<file path="src/rtl/jtag_pkg.sv">
// Shared TAP definitions: state encoding (IEEE 1149.1 Table 6-3 codes),
// default instruction opcodes and IR length.
package jtag_pkg;

    localparam int         IR_WIDTH_DEF  = 4;
    localparam logic [3:0] OP_EXTEST_DEF = 4'h0;
    localparam logic [3:0] OP_SAMPLE_DEF = 4'h1;
    localparam logic [3:0] OP_BYPASS_DEF = 4'hF;

    typedef enum logic [3:0] {
        EXIT2_DR  = 4'h0,
        EXIT1_DR  = 4'h1,
        SHIFT_DR  = 4'h2,
        PAUSE_DR  = 4'h3,
        SEL_IR    = 4'h4,
        UPDATE_DR = 4'h5,
        CAP_DR    = 4'h6,
        SEL_DR    = 4'h7,
        EXIT2_IR  = 4'h8,
        EXIT1_IR  = 4'h9,
        SHIFT_IR  = 4'hA,
        PAUSE_IR  = 4'hB,
        RTI       = 4'hC,
        UPDATE_IR = 4'hD,
        CAP_IR    = 4'hE,
        TLR       = 4'hF
    } tap_state_t;

endpackage

</file>
<file path="src/rtl/jtag_ir.sv">
// Instruction register: capture/shift stage plus the applied (active) copy.
// The active copy falls back to BYPASS on reset or whenever the TAP enters TLR.
module jtag_ir
    import jtag_pkg::*;
#(
    parameter int                  IR_WIDTH  = IR_WIDTH_DEF,
    parameter logic [IR_WIDTH-1:0] OP_BYPASS = '1
) (
    input  logic                i_tck,
    input  logic                i_reset,
    input  logic                i_capture,
    input  logic                i_shift,
    input  logic                i_update,
    input  logic                i_force_bypass,
    input  logic                i_tdi,
    output logic                o_ir_lsb,
    output logic [IR_WIDTH-1:0] o_ir_active
);

    logic [IR_WIDTH-1:0] r_ir_shift;
    logic [IR_WIDTH-1:0] r_ir_active;

    always_ff @(posedge i_tck) begin
        if (i_reset) begin
            r_ir_shift <= '0;
        end else if (i_capture) begin
            r_ir_shift <= {{(IR_WIDTH-1){1'b0}}, 1'b1};
        end else if (i_shift) begin
            r_ir_shift <= {i_tdi, r_ir_shift[IR_WIDTH-1:1]};
        end
    end

    always_ff @(posedge i_tck) begin
        if (i_reset || i_force_bypass) begin
            r_ir_active <= OP_BYPASS;
        end else if (i_update) begin
            r_ir_active <= r_ir_shift;
        end
    end

    assign o_ir_lsb    = r_ir_shift[0];
    assign o_ir_active = r_ir_active;

endmodule

</file>
<file path="src/rtl/jtag_tap_controller.sv">
// IEEE 1149.1 TAP controller: 16-state FSM, IR, bypass register, BSR strobe
// decode and TDO mux, sitting between the board TAP pins and the BSR chain.
module jtag_tap_controller
    import jtag_pkg::*;
#(
    parameter int                  IR_WIDTH  = IR_WIDTH_DEF,
    parameter logic [IR_WIDTH-1:0] OP_EXTEST = IR_WIDTH'(OP_EXTEST_DEF),
    parameter logic [IR_WIDTH-1:0] OP_SAMPLE = IR_WIDTH'(OP_SAMPLE_DEF),
    parameter logic [IR_WIDTH-1:0] OP_BYPASS = '1
) (
    input  logic                TCK,
    input  logic                Reset,
    input  logic                TMS,
    input  logic                TDI,
    input  logic                bsr_tdo,
    output logic                bsr_tdi,
    output logic                ShiftDR,
    output logic                ClockDR,
    output logic                UpdateDR,
    output logic                Mode,
    output logic                TDO,
    output logic                tdo_en,
    output logic [IR_WIDTH-1:0] ir_active,
    output logic [3:0]          tap_state
);

    // state            | meaning
    // TLR / RTI        | test-logic-reset / run-test-idle
    // SEL_DR / SEL_IR  | choose DR or IR scan branch
    // CAP_DR / CAP_IR  | parallel capture into the selected register
    // SHIFT_DR/SHIFT_IR| serial shift TDI -> TDO
    // EXIT1_x / EXIT2_x| leave shift or pause
    // PAUSE_x          | hold contents, no shifting
    // UPDATE_x         | apply shifted value

    tap_state_t r_state;
    tap_state_t w_state_nxt;
    logic       r_bypass;
    logic       w_bsr_sel;
    logic       w_ir_lsb;

    always_ff @(posedge TCK) begin
        if (Reset) begin
            r_state <= TLR;
        end else begin
            r_state <= w_state_nxt;
        end
    end

    always_comb begin
        w_state_nxt = r_state;
        case (r_state)
            TLR:       w_state_nxt = TMS ? TLR       : RTI;
            RTI:       w_state_nxt = TMS ? SEL_DR    : RTI;
            SEL_DR:    w_state_nxt = TMS ? SEL_IR    : CAP_DR;
            CAP_DR:    w_state_nxt = TMS ? EXIT1_DR  : SHIFT_DR;
            SHIFT_DR:  w_state_nxt = TMS ? EXIT1_DR  : SHIFT_DR;
            EXIT1_DR:  w_state_nxt = TMS ? UPDATE_DR : PAUSE_DR;
            PAUSE_DR:  w_state_nxt = TMS ? EXIT2_DR  : PAUSE_DR;
            EXIT2_DR:  w_state_nxt = TMS ? UPDATE_DR : SHIFT_DR;
            UPDATE_DR: w_state_nxt = TMS ? SEL_DR    : RTI;
            SEL_IR:    w_state_nxt = TMS ? TLR       : CAP_IR;
            CAP_IR:    w_state_nxt = TMS ? EXIT1_IR  : SHIFT_IR;
            SHIFT_IR:  w_state_nxt = TMS ? EXIT1_IR  : SHIFT_IR;
            EXIT1_IR:  w_state_nxt = TMS ? UPDATE_IR : PAUSE_IR;
            PAUSE_IR:  w_state_nxt = TMS ? EXIT2_IR  : PAUSE_IR;
            EXIT2_IR:  w_state_nxt = TMS ? UPDATE_IR : SHIFT_IR;
            UPDATE_IR: w_state_nxt = TMS ? SEL_DR    : RTI;
            default:   w_state_nxt = TLR;
        endcase

        // Strobes and TDO come only from registered state, so they never glitch on TMS.
        ShiftDR  = w_bsr_sel && (r_state == SHIFT_DR);
        ClockDR  = w_bsr_sel && ((r_state == CAP_DR) || (r_state == SHIFT_DR));
        UpdateDR = w_bsr_sel && (r_state == UPDATE_DR);
        tdo_en   = (r_state == SHIFT_DR) || (r_state == SHIFT_IR);
        TDO      = 1'b0;
        if (r_state == SHIFT_IR) begin
            TDO = w_ir_lsb;
        end else if (r_state == SHIFT_DR) begin
            TDO = w_bsr_sel ? bsr_tdo : r_bypass;
        end
    end

    always_ff @(posedge TCK) begin
        if (Reset || (r_state == CAP_DR)) begin
            r_bypass <= 1'b0;
        end else if (r_state == SHIFT_DR) begin
            r_bypass <= TDI;
        end
    end

    jtag_ir #(
        .IR_WIDTH  (IR_WIDTH),
        .OP_BYPASS (OP_BYPASS)
    ) u_ir (
        .i_tck          (TCK),
        .i_reset        (Reset),
        .i_capture      (r_state == CAP_IR),
        .i_shift        (r_state == SHIFT_IR),
        .i_update       (r_state == UPDATE_IR),
        .i_force_bypass (w_state_nxt == TLR),
        .i_tdi          (TDI),
        .o_ir_lsb       (w_ir_lsb),
        .o_ir_active    (ir_active)
    );

    assign w_bsr_sel = (ir_active == OP_EXTEST) || (ir_active == OP_SAMPLE);
    assign Mode      = (ir_active == OP_EXTEST);
    assign bsr_tdi   = TDI;
    assign tap_state = r_state;

endmodule

</file>
<file path="config.mk">
export PLATFORM = sky130hd
export DESIGN_NAME = jtag_tap_controller
export DESIGN_NICKNAME = d
export VERILOG_FILES = /design/src/rtl/jtag_pkg.sv /design/src/rtl/jtag_ir.sv /design/src/rtl/jtag_tap_controller.sv
export SDC_FILE = /design/constraint.sdc
export NUM_CORES = 1
export LEC_CHECK = 0
export CORE_AREA = 2 2 43 45
export DETAILED_ROUTE_END_ITERATION = 8
export DIE_AREA = 0 0 45 47
export GPL_ROUTABILITY_DRIVEN = 0
export PLACE_DENSITY = 0.79
export SLEW_MARGIN = 25
export SYNTH_ARGS = -nofsm -noshare
export SYNTH_HDL_FRONTEND = slang
export SYNTH_SLANG_ARGS = --single-unit
</file>
<file path="constraint.sdc">
create_clock -name TCK -period 1.5 [get_ports TCK]
set_clock_uncertainty 0.15 [all_clocks]
set_input_delay 0.15 -clock TCK [delete_from_list [all_inputs] [get_ports TCK]]
set_output_delay 0.15 -clock TCK [all_outputs]
set_load 0.005 [all_outputs]
</file>
==> results of run 1 <==
cells in the final DEF, fill, tap and decap left out, types with 2 or more instances in the layout:
master / count
a211o_1: 2
a21o_1: 2
a21oi_1: 5
buf_2: 5
buf_4: 16
buf_6: 7
clkbuf_4: 3
clkdlybuf4s50_1: 6
dfxtp_1: 6
dfxtp_2: 5
dfxtp_4: 2
dlygate4sd2_1: 7
inv_1: 5
mux2i_1: 3
nand2_1: 7
nand2b_4: 2
nand3_1: 4
nand3b_1: 5
nor2_2: 2
nor3_1: 2
nor3_2: 3
kinds of logic (layout without fill, tap and decap cells):
family / after synthesis / in the layout
compound gates: 20 / 20
flops: 13 / 13
simple gates: 32 / 32
buf+inv: 11 / 51
mux: 3 / 3
worst paths after layout:
check	to	startpoint	slack [ps]
max	TDO	u_ir.o_ir_active[2]	-190
min	u_ir.r_ir_shift[1]	u_ir.r_ir_shift[1]	330
max reg2reg	u_ir.o_ir_active[3]	tap_state[1]	40
min reg2reg	u_ir.r_ir_shift[1]	u_ir.r_ir_shift[1]	330
flip-flops by register name, summed over array words and instances, names as in the netlist:
signal / cells
u_ir.o_ir_active: 4
r_bypass: 1
u_ir.r_ir_shift: 4
tap_state: 4
stage by stage:
| step | area [um2] | setup WS [ps] | power [mW] | instances |
|---|---|---|---|---|
| detailed placement | 972 | -409 | 0.702 | 124 |
| finish | 1120 | -192 | 0.993 | 136 |
| global route | 1120 | -263 | 1.05 | 136 |
| global placement | 972 | -370 | 0.697 | 124 |
| floorplan | 693 | 130 | 0.565 | 79 |
| CTS | 1080 | -325 | 0.958 | 137 |
report_power, final:
part	switching, mW	internal [mW]
combinational	0.166	0.202
clock	0.117	0.104
sequential	0.0258	0.379
worst reg2reg max path: stages (launching register included):
cell and delay, ps:
dfxtp_2 340, buf_6 120, buf_4 150, or3_1 310, a21o_1 230, nand3b_1 100
timing repair:
action	4_1_cts	5_1_grt
pin swaps	7	9
resized for setup	46	14
endpoints found under the setup margin	14	13
buffers inserted	9	1
cloned	0	0
hold endpoints to repair	0	0
cell type report:
type / instances / area share
timing repair buffer: 42 / 0.312
inverter: 5 / 0.0167
tap: 17 / 0.0189
sequential: 13 / 0.244
clock buffer: 4 / 0.0234
multi-input combinational: 55 / 0.385
per-layer routing:
layer	routed length (um)	part of all wire
met1	820	0.42
met2	959	0.49
met3	88	0.045
met4	70	0.036
met5	0	0
==> impl_metrics.tcl, run 1 <==
set metrics [dict create \
    status "complete, but fails checks" \
    violations "negative setup slack" \
    setup_tns_ps -250 \
    synth_cells 79 \
    synth_area_leader_cell "dfxtp_1" \
    grt_overflow 0 \
    cp.arrival_ps 1390 \
    crit_family "compound AO/OA/AOI/OAI gates" \
    io_pins 20 \
    wl_per_cell_um 14.3 \
    synth_xor_area_frac 0 \
    synth_mux_area_frac 0.0433 \
    portBuffers 19 \
    path_buf_inv 2 \
    use_met3 0.0423 \
    maxSlewHeadroom 0.803 \
    multi_input_area_um2 433 \
    core_area_mm2 0.00165 \
    worstSetupStartpointType "register" \
    die_area_mm2 0.00212 \
    hold_slack_ps 331 \
    cpPeakStageDelay_ps 340 \
    maxCapViolations 0 \
    min_path_cells 2 \
    fin_util 0.680 \
    synthTopCellsByArea "dfxtp_1, nand3b_1, a21oi_1" \
    postRouteAntennaNets 0 \
    grt_pass1_vias 729 \
    clkTransAtPathRegs_ps 80 \
    clk-insertion-delay-late_ps 290 \
    cts_sinks 13 \
    grt_pass1_wl_um 3170 \
    vias_per_cell 5.46 \
    power_leakage_nw 0.515 \
    crit_required_ps 1200 \
    seqCellArea_um2 274 \
    ctsHoldBuffers 0 \
    cp_slowest_cell "dfxtp_2" \
    routed_wl_um 1940 \
    drt_iter0_drc 12 \
    holdCritPathClass "register to register" \
    cts_buffer_depth 2 \
    syn_nets 84 \
    remaining_drc_errors 0 \
    finalCriticalPeriod_ps 1690 \
    max_freq_ghz 0.591 \
    grt-busiest-layer "met2" \
    drive_above_1_share 0.462 \
    fin_ws_ps -192 \
    rsz0062_at_grt "yes" \
    initial_core_util 0.420 \
    synth-adder-area-share 0 \
    cts_buffers 3 \
    met1_usage 0.227 \
    crit_chain "buf_6 > o31a_1 > a211oi_2 > a2111oi_2 > buf_2" \
    path_depth 5 \
    synth_area_um2 693 \
    die_height_um 47 \
    worst-r2r-cell-count 5 \
    cts_tree "yes" \
    critPathMaxFanout 2 \
    grt_usage 0.216 \
    finalCritPeriodShare 1.13 \
    yosysSeqAreaShare 0.375 \
    synth_top_area_frac 0.375 \
    async_reset_ff_frac 0 \
    netlist_top_cells_count "dfxtp_1, nand2_1, a21oi_1, inv_1, nand3b_1" \
    synth-seq-cells 13 \
    met2_usage 0.377 \
    synth_cell_types 32 \
    ir_drop_uv 642 \
    synth.most_common_cell "dfxtp_1" \
    end_kind "primary output" \
    grt_max_degree 12 \
    synth_top_family_by_area "simple AND/OR/NAND/NOR gates" \
    ys.flop_type "dfxtp_1" \
    tightestPinTransition_ps 294 \
    cts_root_buf "clkbuf_4" \
    nets 125 \
    drt_first_pass_iters 4 \
    dr_total_vias 742 \
    synth_edf_count 0 \
    power_density_mw_per_mm2 884 \
    n_fill_cell 146 \
    avgSynthCellArea_um2 8.77 \
    num_rows 15 \
    setup-violations-final 3 \
    drv_slew 0 \
    chipWidth_um 45 \
    diodes 0 \
    yosys.area_share.simple 0.283 \
    criticalPathCategory "register to primary output" \
    yosys_warnings 0 \
    cts_max_level 1 \
    antenna_found_initial 0 \
    area_delta_synth_final_pct 62.1 \
    synth_compound_area_frac 0.206 \
    hold_viol 0 \
]
No activity file was read; power rests on OpenSTA's default activity.
==> run 2, diff against run 1 <==
clock period = 1.86 ns   (was 1.5 ns; I/O delays follow)
==> run 2 against run 1 <==
The flow now finishes without violations; cell area decreased by 10%; worst setup slack better by 260 ps; sequential power shrank 19%; register-to-register slack improved by 320 ps; non-clock buffer count down 10; core utilization fell by 6.8 points; first-iteration DRC count shrank 8.3%; power shrank 26%; hold slack better by 4.7 ps; combinational power down 36%; die area did not move; via count down 3.5%; critical endpoint unchanged; largest power group unchanged; highest routed layer unchanged.
==> impl_metrics.tcl, run 2 (synthesized netlist as in run 1, its figures left out) <==
set metrics [dict create \
    status "complete, no violations" \
    setup-violations-final 0 \
    cts_buffers 3 \
    path_buf_inv 2 \
    diodes 0 \
    crit_chain "nor3_4 > buf_4 > a211oi_2 > a2111oi_1 > buf_2" \
    die_height_um 47 \
    final_cell_mix "clkdlybuf4s50_1, buf_4, dfxtp_1, nand2_1, a21oi_1" \
    cts_root_buf "clkbuf_4" \
    p_switching_uw 225 \
    drv_slew 0 \
    dp.cells 119 \
    power_uw 737 \
    drive_above_1_share 0.284 \
    clkTransAtPathRegs_ps 80 \
    setup_tns_ps 0 \
    reg2reg_slack_ps 360 \
    crit_required_ps 1520 \
    area_delta_synth_final_pct 45.8 \
    drt_iter0_drc 11 \
    clk-insertion-delay-late_ps 270 \
    drt_first_pass_iters 4 \
    placed_area_um2 935 \
    portBuffers 19 \
    power_leakage_nw 0.470 \
    initial_core_util 0.420 \
    hold_slack_ps 335 \
    chipWidth_um 45 \
    fin_util 0.612 \
    tightestPinTransition_ps 406 \
    io_pins 20 \
    cp.arrival_ps 1460 \
    remaining_drc_errors 0 \
    finalCriticalPeriod_ps 1790 \
    vias_per_cell 5.68 \
    maxCapViolations 0 \
    comb_power_share 0.318 \
    dp_slack_ps -101 \
    num_rows 15 \
    worstSetupStartpointType "register" \
    rsz0062_at_grt "yes" \
    fin_ws_ps 65.8 \
    holdCritPathClass "register to register" \
    finalInstanceArea_mm2 0.00101 \
    power_density_mw_per_mm2 729 \
    cts_sinks 13 \
    dr_total_vias 716 \
    grt_pass1_wl_um 3020 \
    grt_max_degree 13 \
    grt_pass1_vias 667 \
    hold_viol 0 \
    max_freq_ghz 0.557 \
    ctsHoldBuffers 0 \
    crit_family "flip-flops" \
    fin_cells 126 \
    ir_drop_uv 459 \
    core_area_mm2 0.00165 \
    wl_per_cell_um 14.2 \
    cts_tree "yes" \
    end_kind "primary output" \
    n_fill_cell 144 \
    criticalPathCategory "register to primary output" \
    cts_buffer_depth 2 \
    pwr-share-clk 0.236 \
    critPathMaxFanout 2 \
    antenna_found_initial 0 \
    maxSlewHeadroom 0.728 \
    sequentialPowerShare 0.446 \
    die_area_mm2 0.00212 \
    cts_max_level 1 \
    finalCritPeriodShare 0.965 \
    hpwlAfterDp_um 1320 \
    p_sw_frac 0.306 \
    grt_overflow 0 \
    postRouteAntennaNets 0 \
    cpPeakStageDelay_ps 360 \
    nets 115 \
    grt_usage 0.201 \
    routed_wl_um 1790 \
    p_int_uw 512 \
    cp_slowest_cell "dfxtp_4" \
]
[run 2: cell types whose count changed in the layout (fill, tap and decap cells not counted), sizes merged]
cell and delta:
dlygate4sd2 -5, clkdlybuf4s15 +1, buf -14, clkdlybuf4s50 +7, dlymetal6s2s +1
[run 2: worst paths after layout]
| path | from | endpoint | cells past startpoint |
|---|---|---|---|
| setup / recovery | u_ir.o_ir_active[1] | TDO | 5 |
| hold / removal | u_ir.r_ir_shift[3] | u_ir.r_ir_shift[3] | 2 |
| setup reg to reg | tap_state[1] | tap_state[1] | 4 |
| hold reg to reg | u_ir.r_ir_shift[3] | u_ir.r_ir_shift[3] | 2 |
[run 2: layout make-up]
cell class,count,area (um2),share of cell area
Multi-Input combinational cell,55,400,0.396
Tap cell,17,21.3,0.0210
Sequential cell,13,267,0.264
Inverter,5,18.8,0.0186
Timing Repair Buffer,32,278,0.275
Clock buffer,4,26.3,0.0260
[run 2: power groups by stage]
| stage | combinational (mW) | sequential (mW) | clock (mW) |
|---|---|---|---|
| floorplan | 0.124 | 0.332 | 0 |
| global placement | 0.219 | 0.329 | 0 |
| detailed placement | 0.225 | 0.331 | 0 |
| CTS | 0.228 | 0.325 | 0.180 |
| global route | 0.261 | 0.332 | 0.192 |
| finish | 0.234 | 0.329 | 0.174 |
[run 2: repair_timing]
| item | 4_1_cts | 5_1_grt |
|---|---|---|
| pin swaps | 2 | 3 |
| gates resized for setup | 7 | 16 |
| gates cloned | 0 | 0 |
| endpoints found under the setup margin | 5 | 4 |
| buffers inserted | 1 | 2 |
[run 2: layer usage]
| layer | track usage | share of wire |
|---|---|---|
| met5 | 0 | 0 |
| met4 | 0.0529 | 0.0084 |
| met3 | 0.0654 | 0.065 |
| met2 | 0.369 | 0.52 |
| met1 | 0.224 | 0.40 |
[run 2: tightest hold or removal path: cells and delay by family (launching register included)]
family	cells	cell delay, ps
AO/OA/AOI/OAI	1	50
AND/OR/NAND/NOR	1	60
flip-flops	1	330
==> run 3, diff against run 2 <==
CORE_AREA = 2 2 52 54   (was 2 2 43 45)
DIE_AREA = 0 0 54 56   (was 0 0 45 47)
PLACE_DENSITY = 0.59   (was 0.79)
SLEW_MARGIN = default   (was 25)
clock period = 2.1 ns   (was 1.86 ns; I/O delays follow)
==> run 3 against run 2 <==
Core utilization shrank 22 points; sequential share of layout area grew 1.2 points; power shrank 13%; sequential power shrank 9.7%; clock power shrank 8%; via count shrank 9.1%; flip-flop and latch count is the same; combinational power shrank 22%; clock-buffer cell count shrank 1; first-iteration DRC count grew 82%; critical endpoint is now UpdateDR.
==> impl_metrics.tcl, run 3 (synthesized netlist as in run 1, its figures left out) <==
set metrics [dict create \
    worstSetupStartpointType "register" \
    drive_above_1_share 0.188 \
    status "complete, no violations" \
    chipWidth_um 54 \
    ir_drop_uv 243 \
    portBuffers 19 \
    dr_total_vias 651 \
    postRouteAntennaNets 0 \
    criticalPathCategory "register to primary output" \
    area_delta_synth_final_pct 37.7 \
    num_rows 18 \
    cts_buffer_depth 2 \
    nets 107 \
    p_switching_uw 203 \
    final_cell_mix "clkdlybuf4s50_1, dfxtp_1, nand2_1, a21oi_1" \
    clk-insertion-delay-late_ps 280 \
    comb_power_share 0.286 \
    p_int_uw 437 \
    grt_overflow 0 \
    grt_max_degree 13 \
    wl_per_cell_um 13.5 \
    dp.cells 126 \
    grt_pass1_vias 591 \
    fin_cells 131 \
    rsz0062_at_grt "no" \
    power_leakage_nw 0.411 \
    mostFrequentLayoutCell "clkdlybuf4s50_1" \
    finalInstanceArea_um2 955 \
    die_area_mm2 0.00302 \
    cts_max_level 1 \
    tightestPinTransition_ps 407 \
    hold_viol 0 \
    setup-violations-final 0 \
    power_density_mw_per_mm2 670 \
    cts_buffers 3 \
    sequentialPowerShare 0.465 \
    grt_usage 0.128 \
    remaining_drc_errors 0 \
    grt_pass1_wl_um 2830 \
    diodes 0 \
    drt_first_pass_iters 4 \
    clkTransAtPathRegs_ps 90 \
    holdCritPathClass "register to register" \
    critPathMaxFanout 5 \
    hpwlAfterDp_um 1230 \
    setup_tns_ps 0 \
    p_sw_frac 0.317 \
    end_kind "primary output" \
    die_height_um 56 \
    ctsHoldBuffers 0 \
    io_pins 20 \
    max_freq_ghz 0.500 \
    cts_tree "yes" \
    cts_root_buf "clkbuf_4" \
    antenna_found_initial 0 \
    initial_core_util 0.285 \
    crit_required_ps 1740 \
    maxSlewHeadroom 0.728 \
    routed_wl_um 1770 \
    n_fill_cell 273 \
    core_area_mm2 0.00243 \
    placed_area_um2 906 \
    vias_per_cell 4.97 \
    drv_slew 0 \
    cts_sinks 13 \
    drt_iter0_drc 20 \
    pwr-share-clk 0.250 \
    cp.arrival_ps 1640 \
    maxCapViolations 0 \
    finalCritPeriodShare 0.953 \
    finalCriticalPeriod_ps 2000 \
]
==> run 3: cell count changes in the layout (fill, tap and decap cells not counted), moves of 2 or more <==
cell	before	now
dlygate4sd2_1	2	0
buf_4	13	5
nor3_1	2	4
nor3_2	2	0
clkdlybuf4s50_1	13	18
==> run 3: power groups by stage <==
stage / clock, mW / sequential, mW / combinational [mW]
after floorplan: 0 / 0.294 / 0.110
after global placement: 0 / 0.296 / 0.178
after detailed placement: 0 / 0.298 / 0.178
after CTS: 0.169 / 0.292 / 0.179
after global routing: 0.185 / 0.300 / 0.202
final: 0.160 / 0.297 / 0.183
==> run 3: cell type report <==
| cell class | instances | area [um2] | share of cell area |
|---|---|---|---|
| clock buffer | 3 | 22.5 | 0.0236 |
| clock inverter | 1 | 5.00 | 0.00524 |
| inverter | 5 | 18.8 | 0.0197 |
| multi-input combinational | 55 | 385 | 0.404 |
| sequential | 13 | 263 | 0.275 |
| tap | 30 | 37.5 | 0.0393 |
| timing repair buffer | 24 | 223 | 0.233 |
==> run 3: path summary, 6_finish.rpt <==
kind                       start                  to  slack, ps  cells past startpoint
max          u_ir.o_ir_active[3]            UpdateDR        100                      4
min           u_ir.r_ir_shift[2]  u_ir.r_ir_shift[2]        330                      2
max reg2reg         tap_state[2]            r_bypass        610                      3
min reg2reg   u_ir.r_ir_shift[2]  u_ir.r_ir_shift[2]        330                      2
==> run 3: critical path, stage by stage, from the launching register on <==
cell and delay [ps]:
dfxtp_2 360, nor3_4 210, nand2_2 90, nor3_1 180, clkdlybuf4s50_1 520
==> run 3: metal layers <==
layer	vias up	wire [um]	GRT usage
li1	334	-	-
met1	298	873	0.183
met2	17	788	0.169
met3	2	84	0.0242
met4	0	21	0.0857
met5	-	0	0
==> run 3: repair_timing <==
| item | CTS | global route |
|---|---|---|
| buffers inserted | 1 | 0 |
| gates resized for setup | 1 | 8 |
| pin swaps | 1 | 3 |
| setup endpoints to repair | 2 | 4 |
==> run 3: stage by stage <==
step	total power, mW	setup WS (ps)	hold slack [ps]	util
after detailed placement	0.476	101	324	0.372
after global placement	0.474	123	315	0.372
after global routing	0.688	6.94	355	0.392
after CTS	0.640	7.55	335	0.386
after floorplan	0.404	697	152	-
final	0.640	98.7	332	0.392
